[src/rtl/si5340_i2c_master.sv]
// Write-only I2C byte master: one byte per command with optional START/STOP, open-drain pads.
// Define SI5340_I2C_STRETCH_EN to make the quarter counter honour slave clock stretching on SCL.

module si5340_i2c_master #(
  parameter int CLK_FREQ_HZ = 125_000_000,
  parameter int I2C_FREQ_HZ = 400_000
) (
  input  logic       clk_i,
  input  logic       arstn_i,
  input  logic       cmd_valid_i,
  output logic       cmd_ready_o,
  input  logic       cmd_start_i,
  input  logic       cmd_stop_i,
  input  logic [7:0] cmd_data_i,
  output logic       done_o,
  output logic       ack_err_o,
  output logic       busy_o,
  input  logic       scl_pad_i,
  input  logic       sda_pad_i,
  output logic       scl_pad_o,
  output logic       sda_pad_o,
  output logic       scl_padoen_o,
  output logic       sda_padoen_o
);

  localparam int DIV_RAW = CLK_FREQ_HZ / (4 * I2C_FREQ_HZ);
  localparam int DIV     = (DIV_RAW < 1) ? 1 : DIV_RAW;
  localparam int CNT_W   = (DIV > 1) ? $clog2(DIV) : 1;
  localparam logic [CNT_W-1:0] CNT_LAST = CNT_W'(DIV - 1);

  typedef enum logic [2:0] {
    ST_IDLE,
    ST_START,
    ST_DATA,
    ST_ACK,
    ST_STOP,
    ST_HOLD
  } state_t;

  state_t           state;
  logic [1:0]       quarter;
  logic [CNT_W-1:0] cnt;
  logic [2:0]       bit_idx;
  logic [7:0]       shreg;
  logic             stop_flag;
  logic             ack_sample;
  logic             stall;
  logic             quarter_end;
  logic             accept;

  // Line drive {scl_oen, sda_oen} for a given phase and quarter; 1 = released.
  // START q0 keeps SCL where it was: high from IDLE, low for a repeated START from HOLD.
  function automatic logic [1:0] phase_lines(input state_t st, input logic [1:0] q,
                                             input logic bit_v, input logic scl_now);
    logic [1:0] lines;
    lines = 2'b11;
    case (st)
      ST_START: begin
        case (q)
          2'd0:    lines = {scl_now, 1'b1};
          2'd1:    lines = 2'b11;
          2'd2:    lines = 2'b10;
          default: lines = 2'b00;
        endcase
      end
      ST_DATA: lines = {(q == 2'd1) || (q == 2'd2), bit_v};
      ST_ACK:  lines = {(q == 2'd1) || (q == 2'd2), 1'b1};
      ST_STOP: begin
        case (q)
          2'd0:    lines = 2'b00;
          2'd1:    lines = 2'b10;
          default: lines = 2'b11;
        endcase
      end
      ST_HOLD: lines = 2'b00;
      default: lines = 2'b11;
    endcase
    return lines;
  endfunction

`ifdef SI5340_I2C_STRETCH_EN
  // While we release SCL but the line still reads low, a slave is stretching: hold the quarter.
  assign stall = scl_padoen_o && !scl_pad_i;
`else
  logic unused_scl;
  assign unused_scl = scl_pad_i;
  assign stall      = 1'b0;
`endif

  assign scl_pad_o   = 1'b0;
  assign sda_pad_o   = 1'b0;
  assign quarter_end = (cnt == CNT_LAST) && !stall;
  assign accept      = cmd_valid_i && cmd_ready_o;

  always_ff @(posedge clk_i or negedge arstn_i) begin
    if (!arstn_i) begin
      // NOTE: the pad enables sit on the async reset so both lines release the moment arstn_i falls.
      state        <= ST_IDLE;
      quarter      <= 2'd0;
      cnt          <= '0;
      bit_idx      <= 3'd0;
      shreg        <= 8'h00;
      stop_flag    <= 1'b0;
      ack_sample   <= 1'b0;
      scl_padoen_o <= 1'b1;
      sda_padoen_o <= 1'b1;
      cmd_ready_o  <= 1'b1;
      done_o       <= 1'b0;
      ack_err_o    <= 1'b0;
      busy_o       <= 1'b0;
    end else begin
      // NOTE: non-blocking everywhere, so every branch below sees the pre-edge register values.
      done_o <= 1'b0;
      if (state == ST_ACK && quarter == 2'd2 && quarter_end) begin
        ack_sample <= sda_pad_i;
      end

      case (state)
        ST_IDLE, ST_HOLD: begin
          if (accept) begin
            shreg       <= cmd_data_i;
            stop_flag   <= cmd_stop_i;
            bit_idx     <= 3'd7;
            quarter     <= 2'd0;
            cnt         <= '0;
            cmd_ready_o <= 1'b0;
            busy_o      <= 1'b1;
            if (state == ST_IDLE || cmd_start_i) begin
              state <= ST_START;
              {scl_padoen_o, sda_padoen_o} <= phase_lines(ST_START, 2'd0, 1'b1, scl_padoen_o);
            end else begin
              state <= ST_DATA;
              {scl_padoen_o, sda_padoen_o} <= phase_lines(ST_DATA, 2'd0, cmd_data_i[7], scl_padoen_o);
            end
          end
        end

        default: begin
          if (!quarter_end) begin
            if (!stall) cnt <= cnt + 1'b1;
          end else begin
            cnt     <= '0;
            quarter <= quarter + 2'd1;
            if (quarter != 2'd3) begin
              {scl_padoen_o, sda_padoen_o} <=
                phase_lines(state, quarter + 2'd1, shreg[7], scl_padoen_o);
            end else begin
              case (state)
                ST_START: begin
                  state <= ST_DATA;
                  {scl_padoen_o, sda_padoen_o} <= phase_lines(ST_DATA, 2'd0, shreg[7], scl_padoen_o);
                end
                ST_DATA: begin
                  if (bit_idx == 3'd0) begin
                    state <= ST_ACK;
                    {scl_padoen_o, sda_padoen_o} <= phase_lines(ST_ACK, 2'd0, 1'b1, scl_padoen_o);
                  end else begin
                    bit_idx <= bit_idx - 3'd1;
                    shreg   <= {shreg[6:0], 1'b0};
                    {scl_padoen_o, sda_padoen_o} <= phase_lines(ST_DATA, 2'd0, shreg[6], scl_padoen_o);
                  end
                end
                ST_ACK: begin
                  // A NACK is only reported; the requested STOP or HOLD still follows.
                  done_o    <= 1'b1;
                  ack_err_o <= ack_sample;
                  if (stop_flag) begin
                    state <= ST_STOP;
                    {scl_padoen_o, sda_padoen_o} <= phase_lines(ST_STOP, 2'd0, 1'b1, scl_padoen_o);
                  end else begin
                    state       <= ST_HOLD;
                    cmd_ready_o <= 1'b1;
                    {scl_padoen_o, sda_padoen_o} <= phase_lines(ST_HOLD, 2'd0, 1'b1, scl_padoen_o);
                  end
                end
                default: begin
                  state        <= ST_IDLE;
                  cmd_ready_o  <= 1'b1;
                  busy_o       <= 1'b0;
                  scl_padoen_o <= 1'b1;
                  sda_padoen_o <= 1'b1;
                end
              endcase
            end
          end
        end
      endcase
    end
  end

endmodule

[config.mk]
export PLATFORM = sky130hd
export DESIGN_NAME = si5340_i2c_master
export DESIGN_NICKNAME = d
export VERILOG_FILES = /design/src/rtl/si5340_i2c_master.sv
export SDC_FILE = /design/constraint.sdc
export NUM_CORES = 1
export LEC_CHECK = 0
export BUFFER_PORTS_ARGS = -buffer_cell sky130_fd_sc_hd__clkbuf_2
export CAP_MARGIN = 20
export CELL_PAD_IN_SITES_DETAIL_PLACEMENT = 1
export CELL_PAD_IN_SITES_GLOBAL_PLACEMENT = 1
export CORE_ASPECT_RATIO = 1.75
export CORE_MARGIN = 2
export CORE_UTILIZATION = 48
export CTS_CLUSTER_SIZE = 10
export DETAILED_ROUTE_END_ITERATION = 8
export PLACE_DENSITY_LB_ADDON = 0.1
export SKIP_LAST_GASP = 1
export SLEW_MARGIN = 25
export SYNTH_ARGS = -nofsm -noshare
export SYNTH_HDL_FRONTEND = slang
export SYNTH_SLANG_ARGS = --single-unit
[constraint.sdc]
create_clock -name clk_i -period 3.05 [get_ports clk_i]
set_input_delay 0.305 -clock clk_i [delete_from_list [all_inputs] [get_ports clk_i]]
set_output_delay 0.305 -clock clk_i [all_outputs]
set_load 0.05 [all_outputs]
---- Word level (Yosys, flattened, before mapping) ----
Index checks and enable logic that the tools add are counted.
word-level totals
  bits in registers ....................... 31
  bits of input ports ..................... 15
  word-level logic and storage cells ...... 115
  output and inout port bits .............. 8
operators by class
  equality and inequality tests ........... 19
  reduce and logical (&&, ||, !) cells .... 21
  bitwise gates (word level) .............. 2
  muxes and demuxes ....................... 57
  add/subtract/negate cells ............... 3
operators with widths
  cell                                                   number
  2-to-1 mux 8 bit                                       6
  2-to-1 mux 3 bit                                       11
  2-to-1 mux 1 bit                                       27
  2-to-1 mux 7 bit                                       3
  AND reduction 4 bit                                    4
  case mux 2 bit (5 select lines)                        1
  AND reduction 5 bit                                    2
  case mux 3 bit (3 select lines)                        1
  2-to-1 mux 2 bit                                       4
  inequality test 2 x 1 -> 1 bit, second input constant  4
  adder 7 x 1 -> 7 bit, second input constant            1
  equality test 7 bit, second input constant             1
  equality test 3 x 2 -> 1 bit, second input constant    2
  equality test 3 bit, second input constant             2
  zero test 3 bit                                        2
  inequality test 2 bit, second input constant           3
  case mux 2 bit (3 select lines)                        1
  equality test 2 bit, second input constant             2
  inequality test 4 bit, second input constant           1
  case mux 2 bit (2 select lines)                        1
  AND reduction 2 bit                                    2
  nonzero test 2 bit                                     2
  OR reduction 2 bit                                     2
  equality test 3 x 1 -> 1 bit, second input constant    1
  12 further kinds                                       16

---- Depth between registers and ports, before layout ----
  depth in word-level cells ............... 7
  depth in mapped cells ................... 6
  depth with buffers taken out ............ 6

---- Worst setup path before layout ----
Ideal clock, no wire load.
  kind .................................... register -> register
  start ................................... reg cmd_ready_o
  end ..................................... reg state[0]
  path slack .............................. 1163 ps
  setup time .............................. 125 ps
  arrival ................................. 1762 ps
  required time ........................... 2925 ps
  cell stages (with the launch flop) ...... 6
  period minus slack after synthesis ...... 1887 ps
  buffers on the path ..................... 1
  path through ............................ dfstp_2 nand2_1 or3_1 buf_4 o21ai_1 mux2_2
between the ends
  word-level cells in the longest chain between the ends .. 3
RTL lines
  what                             line  text
  from (decl)                      11    output logic cmd_ready_o,
  from (signal assigned)           107   cmd_ready_o <= 1'b1;
  from (signal assigned)           126   cmd_ready_o <= 1'b0;
  from (signal assigned)           172   cmd_ready_o <= 1'b1;
  logical AND 1 bit                93    assign accept = cmd_valid_i && cmd_ready_o;
  inequality test 2 bit (no line)  n/a
  AND reduction 4 bit (no line)    n/a
  to (signal assigned)             98    state <= ST_IDLE;
  to (signal assigned)             129   state <= ST_START;
  to (signal assigned)             132   state <= ST_DATA;
  to (decl)                        40    state_t state;
Every way passes these cells.
A chain may end at the register's enable or synchronous reset.

---- Worst setup path after layout ----
  start ................................... reg state[2]
  end ..................................... reg shreg[5]
between the ends
  word-level cells in the longest chain between the ends .. 4
  elaborated cells between the ends (all ways) .. 11
  classes of those cells .................. eq/ne (5); mux (1); reduce/logical (5)
RTL lines
  what                                                              line  text
  equality test 3 bit / zero test 3 bit (equally long branches)     118   case (state)
  OR reduction 2 bit                                                118
  inequality test 2 x 1 -> 1 bit (no line) (tied with other cells)  n/a
  AND reduction 5 bit (no line)                                     n/a
  to (signal assigned)                                              121   shreg <= cmd_data_i;
  to (signal assigned)                                              159   shreg <= {shreg[6:0], 1'b0};
  to (decl)                                                         44    logic [7:0] shreg;
Parallel ways exist; a longest one is shown, timed or not.

==> impl_metrics.csv <==
group,metric,value,unit
run_status,status,"completed",
synth,synth_area_leaders,"dfrtp_1 39%, mux2_2 13%, dfstp_2 4.4%",
synth,ys_ff_latch,31,
sta,fin_worst_skew,0.00597,ns
sta,setup_viol,0,
critical_path,crit_required,3.22,ns
final_layout,final_nets,214,
global_route,grt_overflow,0,
clock_network,h-tree-depth,2,
detailed_routing,first_pass_iters,4,
sta,hold_ws,0.0924,ns
sta,final_hold_viol_count,0,
synth,synth_xor_area_frac,0.0287,
die,core_area,3590,um2
global_route,groute.usage.overall,0.230,
synth,yosysSeqAreaShare,0.436,
global_route,grt_antenna_before_repair,0,
place,dpl.hpwl,3170,um
critical_path,r2r_end,"shreg[5]$_DFFE_PN0P_",
sta,slew_headroom,0.397,
clock_network,ctsLongestPathBuffers,2,
clock_network,post-cts-setup-buffers,0,
synth,synth_compound_area_frac,0.156,
synth,synth_top_family_by_area,"compound AO/OA/AOI/OAI gates",
place,placed_area,1900,um2
critical_path,path_max_fanout,15,
clock_network,clk_pin_slew_worst_paths,0.07,ns
critical_path,crit_path_end,"shreg[5]$_DFFE_PN0P_",
synth,synthSimpleGateAreaFrac,0.146,
detailed_routing,drt-total-wl,4150,um
sta,worst_pin_slew,0.898,ns
final_layout,final_cell_count_no_fill,240,
place,gp_congestion,0.757,
final_layout,final_design_area_no_fill,2000,um2
critical_path,path_class,"reg2reg",
final_layout,layout.core_utilization,0.557,
critical_path,r2r_slack,0.85,ns
synth,syn-mean-instance-area,10.3,um2
sta,finalSetupTns,0,ns
critical_path,endpoint_kind,"flip-flop",
clock_network,clock_latency,0.28,ns
critical_path,cp-start-kind,"flip-flop",
place,port_buffers,19,
detailed_routing,drc_errors,0,
detailed_routing,ant_nets,0,
clock_network,cts_tree,"done",
final_layout,syn_to_final_growth,11.8,%
clock_network,cts_buffers,5,
die,start_util,0.498,
die,die-area,4250,um2
power,vdd.ir_drop.worst,0.381,mV
clock_network,hold_buffers,0,
synth,synth_ff_type,"dfrtp_1",
synth,synth_edf_count,0,
sta,fmax,455,MHz
die,die_w,50.1,um
die,fp.dieH,84.7,um
sta,rsz0062_at_grt,"no",
final_layout,drive_gt1_frac,0.284,
power,powerDensity,399,nW/um2
clock_network,cts_root_buf,"clkbuf_8",
die,rows,29,
clock_network,cts_resized,0,
global_route,grt_max_degree,32,
detailed_routing,via_count,1398,
die,pin_count,23,
critical_path,r2r_start,"state[2]$_DFFE_PN0P_",
synth,synthAdderAreaFrac,0.0420,
detailed_routing,drtIter0Drc,9,
synth,syn_area,1790,um2
critical_path,critPathLaunch,"state[2]$_DFFE_PN0P_",
clock_network,clock-sinks,31,
synth,async_reset_ff_frac,1.00,
global_route,grt_pass1_vias,1581,
sta,fin_crit_sh,0.720,
synth,yosysUniqueCellTypes,47,
detailed_routing,viasPerCell,5.83,
sta,finalCriticalPeriod,2.20,ns
synth,netlist_instances,174,
synth,synth.largest_area_cell,"dfrtp_1",
sta,drv_slew,0,
detailed_routing,wl_per_cell,17.3,um
critical_path,r2r_cells,4,
power,total_leakage_power,0.933,nW
min_path,worstHoldPathType,"in2async",
synth,yosys.area.top_type_share,0.392,
place,dpl.cell_count,232,
synth,yosysWarnings,0,
global_route,grt_pass1_wl,7400,um
final_layout,diodes,0,
critical_path,arrival,2.36,ns
flow_run,cap_violations,0,
synth,synth.area.mux_share,0.143,
[cells in the final DEF, fill, tap and decap left out, drive strengths merged, types with 4 or more instances in the layout]
cell type,Yosys,final
a2bb2oi,4,4
nand3,6,6
dfrtp,28,28
nor2,6,6
ha,6,6
inv,10,10
clkbuf,2,27
nor3,5,5
mux2,20,20
o21ai,11,11
nand2b,4,4
nand2,14,14
a21oi,11,11
[synthesized netlist by cell type, drive strengths merged, types with 3 or more instances]
master	n
nand3	6
o21ai	11
nand2b	4
a2bb2oi	4
nand2	14
mux2i	3
dfstp	3
nor2	6
ha	6
mux2	20
inv	10
dfrtp	28
nor3	5
xor2	3
or3	3
a21oi	11
buf	6
[cell type report]
class                      count  area, um2
fill                         408       1590
clock buffer                   8        100
tap                           46       57.6
inverter                      10       37.5
timing repair buffer          19       95.1
multi-input combinational    126        930
sequential                    31        779
[flip-flops by register name (all words and copies together), names as in the netlist]
name	flops
cmd_ready_o	1
state	3
sda_padoen_o	1
stop_flag	1
ack_sample	1
bit_idx	3
shreg	8
scl_padoen_o	1
done_o	1
quarter	2
busy_o	1
ack_err_o	1
cnt	7
[kinds of logic (layout without fill, tap and decap cells)]
kind of cell	count (synthesis)	in the layout
and+or+nand+nor	48	48
AOI/OAI and AO/OA	42	42
DFF	31	31
muxes	23	23
buffers and inverters	18	37
adders and majority gates	6	6
xor gates and xnor gates	5	5
other	1	2
[report_power, final]
group          switching, mW  total [mW]  internal, mW
logic                 0.0200      0.0292       0.00915
clock network          0.147       0.353         0.206
registers            0.00309       0.416         0.413
[how the worst min path moves through the flow]
stage	from	endpoint	depth (start not counted)
final	arstn_i	cnt[1]$_DFFE_PN0P_	1
after global routing	arstn_i	cnt[0]$_DFFE_PN0P_	1
after CTS	arstn_i	cnt[3]$_DFFE_PN0P_	1
after detailed placement	arstn_i	cnt[0]$_DFFE_PN0P_	1
after global placement	arstn_i	done_o$_DFF_PN0_	1
after floorplan	arstn_i	ack_err_o$_DFFE_PN0P_	0
[stage by stage]
stage | total power, mW | worst slack, ns
2_1_floorplan | 0.436 | 1.16
3_3_place_gp | 0.452 | 0.905
3_5_place_dp | 0.453 | 0.868
4_1_cts | 0.803 | 0.849
5_1_grt | 0.824 | 0.729
6_report | 0.798 | 0.854
[critical path, cell delays in order, from the launching register on]
cell     delay (ns)
dfrtp_1        0.65
xor2_2         0.19
nor2_1         0.56
mux2_2         0.41
mux2_2         0.26
[layer usage]
metal | vias to the layer above | wire length [um] | global-route usage
met5 | - | 0 | 0
met4 | 0 | 159 | 0.119
met3 | 13 | 99 | 0.0480
met2 | 26 | 2330 | 0.421
met1 | 701 | 1560 | 0.236
li1 | 658 | - | -
No activity file was read; power rests on OpenSTA's default activity.
